`config.mk`:
```
export PLATFORM = sky130hd
export DESIGN_NAME = bit_unstuffer
export DESIGN_NICKNAME = d
export VERILOG_FILES = /design/src/rtl/bit_unstuffer.sv
export SDC_FILE = /design/constraint.sdc
export NUM_CORES = 1
export LEC_CHECK = 0
export ABC_CLOCK_PERIOD_IN_PS = 3820
export BUFFER_PORTS_ARGS = -buffer_cell sky130_fd_sc_hd__buf_2
export CAP_MARGIN = 10
export CORE_AREA = 2 2 49 51
export CTS_CLUSTER_DIAMETER = 30
export DETAILED_ROUTE_END_ITERATION = 10
export DIE_AREA = 0 0 51 53
export GPL_ROUTABILITY_DRIVEN = 0
export GPL_TIMING_DRIVEN = 0
export PLACE_DENSITY = 0.63
export SYNTH_ARGS = -nofsm -noshare
export SYNTH_HDL_FRONTEND = slang
export SYNTH_SLANG_ARGS = --single-unit
export TNS_END_PERCENT = 20
```
`constraint.sdc`:
```
create_clock -name clk -period 3.82 [get_ports clk]
set_clock_uncertainty 0.2 [all_clocks]
set_input_delay 0.191 -clock clk [delete_from_list [all_inputs] [get_ports clk]]
set_output_delay 0.191 -clock clk [all_outputs]
set_load 0.01 [all_outputs]
```
`src/rtl/bit_unstuffer.sv`:
```
// bit_unstuffer: removes stuffed zeros after runs of six ones in a received
// serial stream, counts removed bits per packet and flags stuffing violations.
// Optional feature macro: UNSTUFF_ERR_DETECT_EN (enables ERR state and stuff_err).
//
// state | meaning
// IDLE  | no packet in progress (idle cycle seen or out of reset)
// RUN   | passing bits through, counting consecutive ones
// STUFF | six ones seen; next valid bit is the stuff bit
// ERR   | stuff bit was a 1; drop everything until the packet ends
module bit_unstuffer (
  input  logic       clk,
  input  logic       rst_b,
  input  logic       bstr_in,
  input  logic [1:0] bstr_in_ready,
  output logic       bstr_out,
  output logic [1:0] bstr_out_ready,
  output logic [5:0] unstuffed,
  output logic       stuff_err
);

`ifdef UNSTUFF_ERR_DETECT_EN
  typedef enum logic [1:0] {IDLE = 2'd0, RUN = 2'd1, STUFF = 2'd2, ERR = 2'd3} state_t;
`else
  typedef enum logic [1:0] {IDLE = 2'd0, RUN = 2'd1, STUFF = 2'd2} state_t;
`endif

  state_t     state_q, state_d, cur_state;
  logic [2:0] ones_q, ones_d, cur_ones;
  logic [1:0] prev_type_q, prev_type_d;
  logic       out_q, out_d;
  logic [1:0] out_rdy_q, out_rdy_d;
  logic [5:0] unst_q, unst_d;
  logic       pkt_start;
`ifdef UNSTUFF_ERR_DETECT_EN
  logic       err_q, err_d;
`endif

  // State, counters and registered output path
  always_ff @(posedge clk or negedge rst_b) begin
    if (!rst_b) begin
      state_q     <= IDLE;
      ones_q      <= 3'd0;
      prev_type_q <= 2'b00;
      out_q       <= 1'b0;
      out_rdy_q   <= 2'b00;
      unst_q      <= 6'd0;
`ifdef UNSTUFF_ERR_DETECT_EN
      err_q       <= 1'b0;
`endif
    end else begin
      state_q     <= state_d;
      ones_q      <= ones_d;
      prev_type_q <= prev_type_d;
      out_q       <= out_d;
      out_rdy_q   <= out_rdy_d;
      unst_q      <= unst_d;
`ifdef UNSTUFF_ERR_DETECT_EN
      err_q       <= err_d;
`endif
    end
  end

  // Next-state logic: a packet start restarts processing in RUN with a clear counter
  always_comb begin
    state_d     = state_q;
    ones_d      = ones_q;
    prev_type_d = prev_type_q;
    out_d       = 1'b0;
    out_rdy_d   = 2'b00;
    unst_d      = unst_q;
`ifdef UNSTUFF_ERR_DETECT_EN
    err_d       = err_q;
`endif
    cur_state   = state_q;
    cur_ones    = ones_q;
    pkt_start   = (bstr_in_ready != 2'b00) &&
                  ((state_q == IDLE) || (bstr_in_ready != prev_type_q));

    if (bstr_in_ready == 2'b00) begin
      state_d = IDLE;
      ones_d  = 3'd0;
    end else begin
      prev_type_d = bstr_in_ready;
      if (pkt_start) begin
        cur_state = RUN;
        cur_ones  = 3'd0;
        unst_d    = 6'd0;
`ifdef UNSTUFF_ERR_DETECT_EN
        err_d     = 1'b0;
`endif
      end
      case (cur_state)
        RUN: begin
          out_d     = bstr_in;
          out_rdy_d = bstr_in_ready;
          if (bstr_in) begin
            ones_d  = cur_ones + 3'd1;
            state_d = (cur_ones == 3'd5) ? STUFF : RUN;
          end else begin
            ones_d  = 3'd0;
            state_d = RUN;
          end
        end
        STUFF: begin
`ifdef UNSTUFF_ERR_DETECT_EN
          if (bstr_in) begin
            state_d = ERR;
            err_d   = 1'b1;
            ones_d  = 3'd0;
          end else begin
            state_d = RUN;
            ones_d  = 3'd0;
            if (unst_q != 6'd63) unst_d = unst_q + 6'd1;
          end
`else
          state_d = RUN;
          ones_d  = 3'd0;
          if (unst_q != 6'd63) unst_d = unst_q + 6'd1;
`endif
        end
`ifdef UNSTUFF_ERR_DETECT_EN
        ERR: begin
          state_d = ERR;
        end
`endif
        default: begin
          state_d = IDLE;
          ones_d  = 3'd0;
        end
      endcase
    end
  end

  assign bstr_out       = out_q;
  assign bstr_out_ready = out_rdy_q;
  assign unstuffed      = unst_q;
`ifdef UNSTUFF_ERR_DETECT_EN
  assign stuff_err      = err_q;
`else
  assign stuff_err      = 1'b0;
`endif

endmodule

```
After elaboration in Yosys (flattened, before gate mapping):

Cells that the tools add are included.

* add/sub/neg operators: 2
* equal/unequal tests: 5
* multiplexer cells: 18
* reduce and logical (&&, ||, !) cells: 5

Operator list (number)
* 6-bit two-way mux: 3
* 3-bit two-way mux: 5
* 2-bit two-way mux: 7
* 6-bit by 1-bit adder with 6-bit output (second input constant): 1
* 6-bit inequality test (second input constant): 1
* 2-bit zero test: 2
* 2-bit case mux with 2 select lines: 1
* 3-bit by 1-bit adder with 3-bit output (second input constant): 1
* 3-bit == test (second input constant): 1
* 2-bit by 1-bit == test with 1-bit output (second input constant): 1
* 2-bit == test (second input constant): 1
* 1-bit two-way mux: 2
* 2-bit inequality test: 1
* 2-bit nonzero test: 1
* 1-bit logical AND: 1
* 1-bit logical OR: 1

* register bits: 16
* input port bits: 5
* output and inout bits: 10
* logic and storage cells: 36

Depth between registers and ports, before layout:

* word-level depth: 10
* gate-level depth with buffers: 10
* depth with buffers taken out: 9

Worst setup path after synthesis:

OpenSTA, ideal clock, no wires.

* path kind: reg2reg
* start: reg state_q[1]
* end: reg unst_q[3] (netlist: unstuffed[3])
* setup time: 0.120 ns
* data arrival time: 1.900 ns
* required time: 3.500 ns
* setup slack: 1.600 ns
* cell stages (with the launch flop): 11
* path buffers: 2
* period minus slack after synthesis: 2.220 ns
* cells stage by stage: dfrtp_1 or2_2 o221ai_2 nand2_1 buf_4 and2_1 ha_1 bufbuf_8 o21ai_0 a21oi_1 a31o_2

* cells in the longest elaborated chain, start to end: 7
* elaborated cells between the ends (all ways): 9
* those cells by class: eq/ne (1); mux (5); reduce/logical (3)

Ends and longest elaborated chain
* from (decl): line 27 `state_t state_q, state_d, cur_state;`
* from (signal assigned): line 51 `state_q <= state_d;`
* 2-bit zero test: line 77 `((state_q == IDLE) || (bstr_in_ready != prev_type_q));`
* 1-bit logical OR: line 77
* 1-bit logical AND: line 76 `pkt_start = (bstr_in_ready != 2'b00) &&`
* 2-bit two-way mux: line 84 `if (pkt_start) begin`
* 2-bit two-way mux: line 79 `if (bstr_in_ready == 2'b00) begin`
* 2-bit == test: line 92 `case (cur_state)`
* 6-bit two-way mux (*): line 92
* to (signal assigned): line 56 `unst_q <= unst_d;`
* to (decl): line 32 `logic [5:0] unst_q, unst_d;`

Mark *: on every way between the ends. The rest lies on a longest branch, timed or not. The select of a mux whose other input is x is not followed.
A chain may end at the register's enable or synchronous reset.

Worst setup path in the final report:

* start: in bstr_in_ready[0]
* end: reg unst_q[3] (netlist: unstuffed[3])

* cells in the longest elaborated chain, start to end: 7
* elaborated cells between the ends (all ways): 11
* those cells by class: eq/ne (2); mux (5); reduce/logical (4)

Ends and longest elaborated chain
* from (decl): line 14 `input logic [1:0] bstr_in_ready,`
* 2-bit inequality test: line 77
* 1-bit logical OR: line 77
* 1-bit logical AND: line 76
* 2-bit two-way mux: line 84
* 2-bit two-way mux: line 79
* 2-bit == test: line 92
* 6-bit two-way mux: line 92

Parallel ways exist; a longest one is shown, timed or not. The select of a mux whose other input is x is not followed.

==> results.sh <==
export IMPL_status="complete, no violations"
export IMPL_required_ps=3790
export IMPL_holdPathStages=2
export IMPL_dp_cells=139
export IMPL_die_area_sq_mm=0.00270
export IMPL_hold_class="in2reg"
export IMPL_seqCellArea_sq_um=400
export IMPL_p_per_area_mw_per_mm2=310
export IMPL_ctsResizeCount=0
export IMPL_yosys_area_top_type="dfrtp_1"
export IMPL_synth_edf_count=0
export IMPL_overflow=0
export IMPL_leakagePower_nw=0.520
export IMPL_htree_levels=1
export IMPL_multiInputGateArea_sq_um=470
export IMPL_rrSetupSlack_ps=1410
export IMPL_cts_tree="done"
export IMPL_num_rows=17
export IMPL_worstHoldStart="bstr_in_ready[1]"
export IMPL_synth_ff_type="dfrtp_1"
export IMPL_regToRegEndpoint="unstuffed[3]$_DFFE_PN0P_"
export IMPL_ctsHoldBuffers=3
export IMPL_synth_most_common_cell="dfrtp_1"
export IMPL_postCtsSetupRepairBufs=0
export IMPL_synth_commonest_cells="16 x dfrtp_1, 10 x nand2_1, 10 x o21ai_0"
export IMPL_gr_max_usage_layer="met2"
export IMPL_drtPass1Iterations=4
export IMPL_synth_seq_cells=16
export IMPL_synth_seq_area_share_pct=43.3
export IMPL_routed_wl_mm=1.81
export IMPL_holdPathEnd="prev_type_q[1]$_DFFE_PN0P_"
export IMPL_fmax_mhz=385
export IMPL_die_h_um=53
export IMPL_drive_above_1_share_pct=25.6
export IMPL_slew_violations=0
export IMPL_met2_usage_pct=28.8
export IMPL_met1_usage_pct=17.2
export IMPL_clk_pin_slew_worst_paths_ps=80
export IMPL_synth_top_cell_area_share_pct=43.3
export IMPL_synthTopCellsByArea="dfrtp_1 43%, ha_1 6.8%, o21ai_0 5.4%"
export IMPL_diodes=0
export IMPL_ys_types=34
export IMPL_antenna_found_initial=0
export IMPL_worstPathMaxFanout=10
export IMPL_clock_path_buffers=2
export IMPL_syn_num_nets=108
export IMPL_stdcell_count=145
export IMPL_fin_crit_sh_pct=68.0
export IMPL_final_nets=129
export IMPL_synthesis_area_sq_um=925
export IMPL_io_pins=15
export IMPL_grt_use_total_pct=15.8
export IMPL_die_w_um=51
export IMPL_rsz0062_at_grt="false"
export IMPL_num_vias=783
export IMPL_synth_area_per_cell_sq_um=9.44
export IMPL_viasPerCell=5.40
export IMPL_peakVddDrop_mv=0.166
export IMPL_hpwl_mm=1.32
export IMPL_drt_iter0_drc=10
export IMPL_cts_root_buf="clkbuf_4"
export IMPL_report_final_setup_viol=0
export IMPL_hold_viol=0
export IMPL_clk_latency_ps=280
export IMPL_tns_ps=0
export IMPL_start_util_pct=43.0
export IMPL_core_area_sq_mm=0.00215
export IMPL_rr_worst_depth=10
export IMPL_fill_cells=215
export IMPL_min_period_ps=2600
export IMPL_utilization_pct=50.1
export IMPL_portBuffers=13
export IMPL_critPathKind="in2reg"
export IMPL_synthArstFlopShare_pct=100
export IMPL_ant_nets=0
export IMPL_cts_buffers=3
export IMPL_grt_pass1_vias=742
export IMPL_startpoint_type="input pin"
export IMPL_drt_wirelength_per_cell_um=12.5
export IMPL_cap_violations=0
export IMPL_place_area_sq_mm=0.00102
export IMPL_grt_start_max_net_pins=17
export IMPL_yosysWarnings=0
export IMPL_area_growth_pct=16.5
export IMPL_cp_end_kind="flop"
export IMPL_met3_usage_pct=3.39
export IMPL_grt_first_pass_wirelength_mm=3.11
export IMPL_r2r_start="state_q[1]$_DFF_PN0_"
export IMPL_cts_sinks=16
export IMPL_arrival_ps=2570
export IMPL_postSynthCellCount=98
export IMPL_drc_errors=0
export IMPL_fin_area_sq_mm=0.00108
[where the power goes]
group	internal, mW	switching (mW)
clock	0.0366	0.0497
sequential	0.179	0.00514
combinational	0.0267	0.0368
[registers in the layout, indices dropped and copies added (netlist names)]
register        flops
bstr_out            1
bstr_out_ready      2
ones_q              3
prev_type_q         2
state_q             2
unstuffed           6
[metal layers]
metal | vias up | wire length [um]
li1 | 384 | -
met1 | 377 | 811
met2 | 18 | 914
met3 | 4 | 60
met4 | 0 | 28
met5 | - | 0
[final cells by class]
type | instances | area share, %
well taps | 28 | 3.25
clock buffers | 3 | 2.09
flip-flops and latches | 16 | 37.2
plain buffers | 4 | 3.60
multi-input cells | 74 | 43.7
inverters | 4 | 1.39
repair buffers | 16 | 8.83
[worst max path at each step]
stage                               end            startpoint  cells after the start  slack (ps)
2_1_floorplan  unstuffed[3]$_DFFE_PN0P_  state_q[1]$_DFF_PN0_                     10        1600
3_3_place_gp   unstuffed[3]$_DFFE_PN0P_  state_q[1]$_DFF_PN0_                     10        1470
3_5_place_dp   unstuffed[3]$_DFFE_PN0P_  state_q[1]$_DFF_PN0_                     10        1440
4_1_cts        unstuffed[3]$_DFFE_PN0P_      bstr_in_ready[0]                     12        1260
5_1_grt        unstuffed[3]$_DFFE_PN0P_      bstr_in_ready[0]                     12        1110
6_report       unstuffed[3]$_DFFE_PN0P_      bstr_in_ready[0]                     12        1220
[worst max-delay path, cell delays in order]
cell and delay (ps):
dlygate4sd3_1 540, buf_2 170, and3_2 220, o221ai_2 150
nand2_1 90, buf_4 170, and2_1 160, ha_1 170
bufbuf_8 260, o21ai_0 150, a21oi_1 70, a31o_2 230
[cell families after synthesis]
family          count (synthesis)  synth area share [%]
simple gates                   42                  23.8
compound gates                 24                  17.7
flops                          16                  43.3
buf+inv                         8                  5.82
fa+ha+maj                       5                  6.77
mux                             2                  2.17
other cells                     1                 0.406
[cell usage in the layout, fill, tap and decap left out, drive strengths merged]
cell	count
dfrtp	16
or4	1
nand4	1
a32o	2
nor2b	1
o211ai	1
a31o	1
or3	1
o221ai	1
bufbuf	1
or2	4
nand2	10
a21oi	3
ha	5
dlygate4sd3	3
nor2	5
o22ai	1
nand2b	2
and3	1
a21o	2
conb	1
a221o	1
nand3	7
and2	7
inv	4
mux2i	2
nor3	2
clkbuf	3
buf	16
o21ai	12
[stage by stage]
stage,hold slack (ps),total power [mW],worst slack (ps)
after detailed placement,-71.7,0.249,1440
after CTS,6.76,0.340,1260
after global placement,-71.8,0.247,1470
after global routing,27.7,0.354,1110
after floorplan,-305,0.228,1600
final,12.2,0.334,1220
No activity file was read; power rests on OpenSTA's default activity.
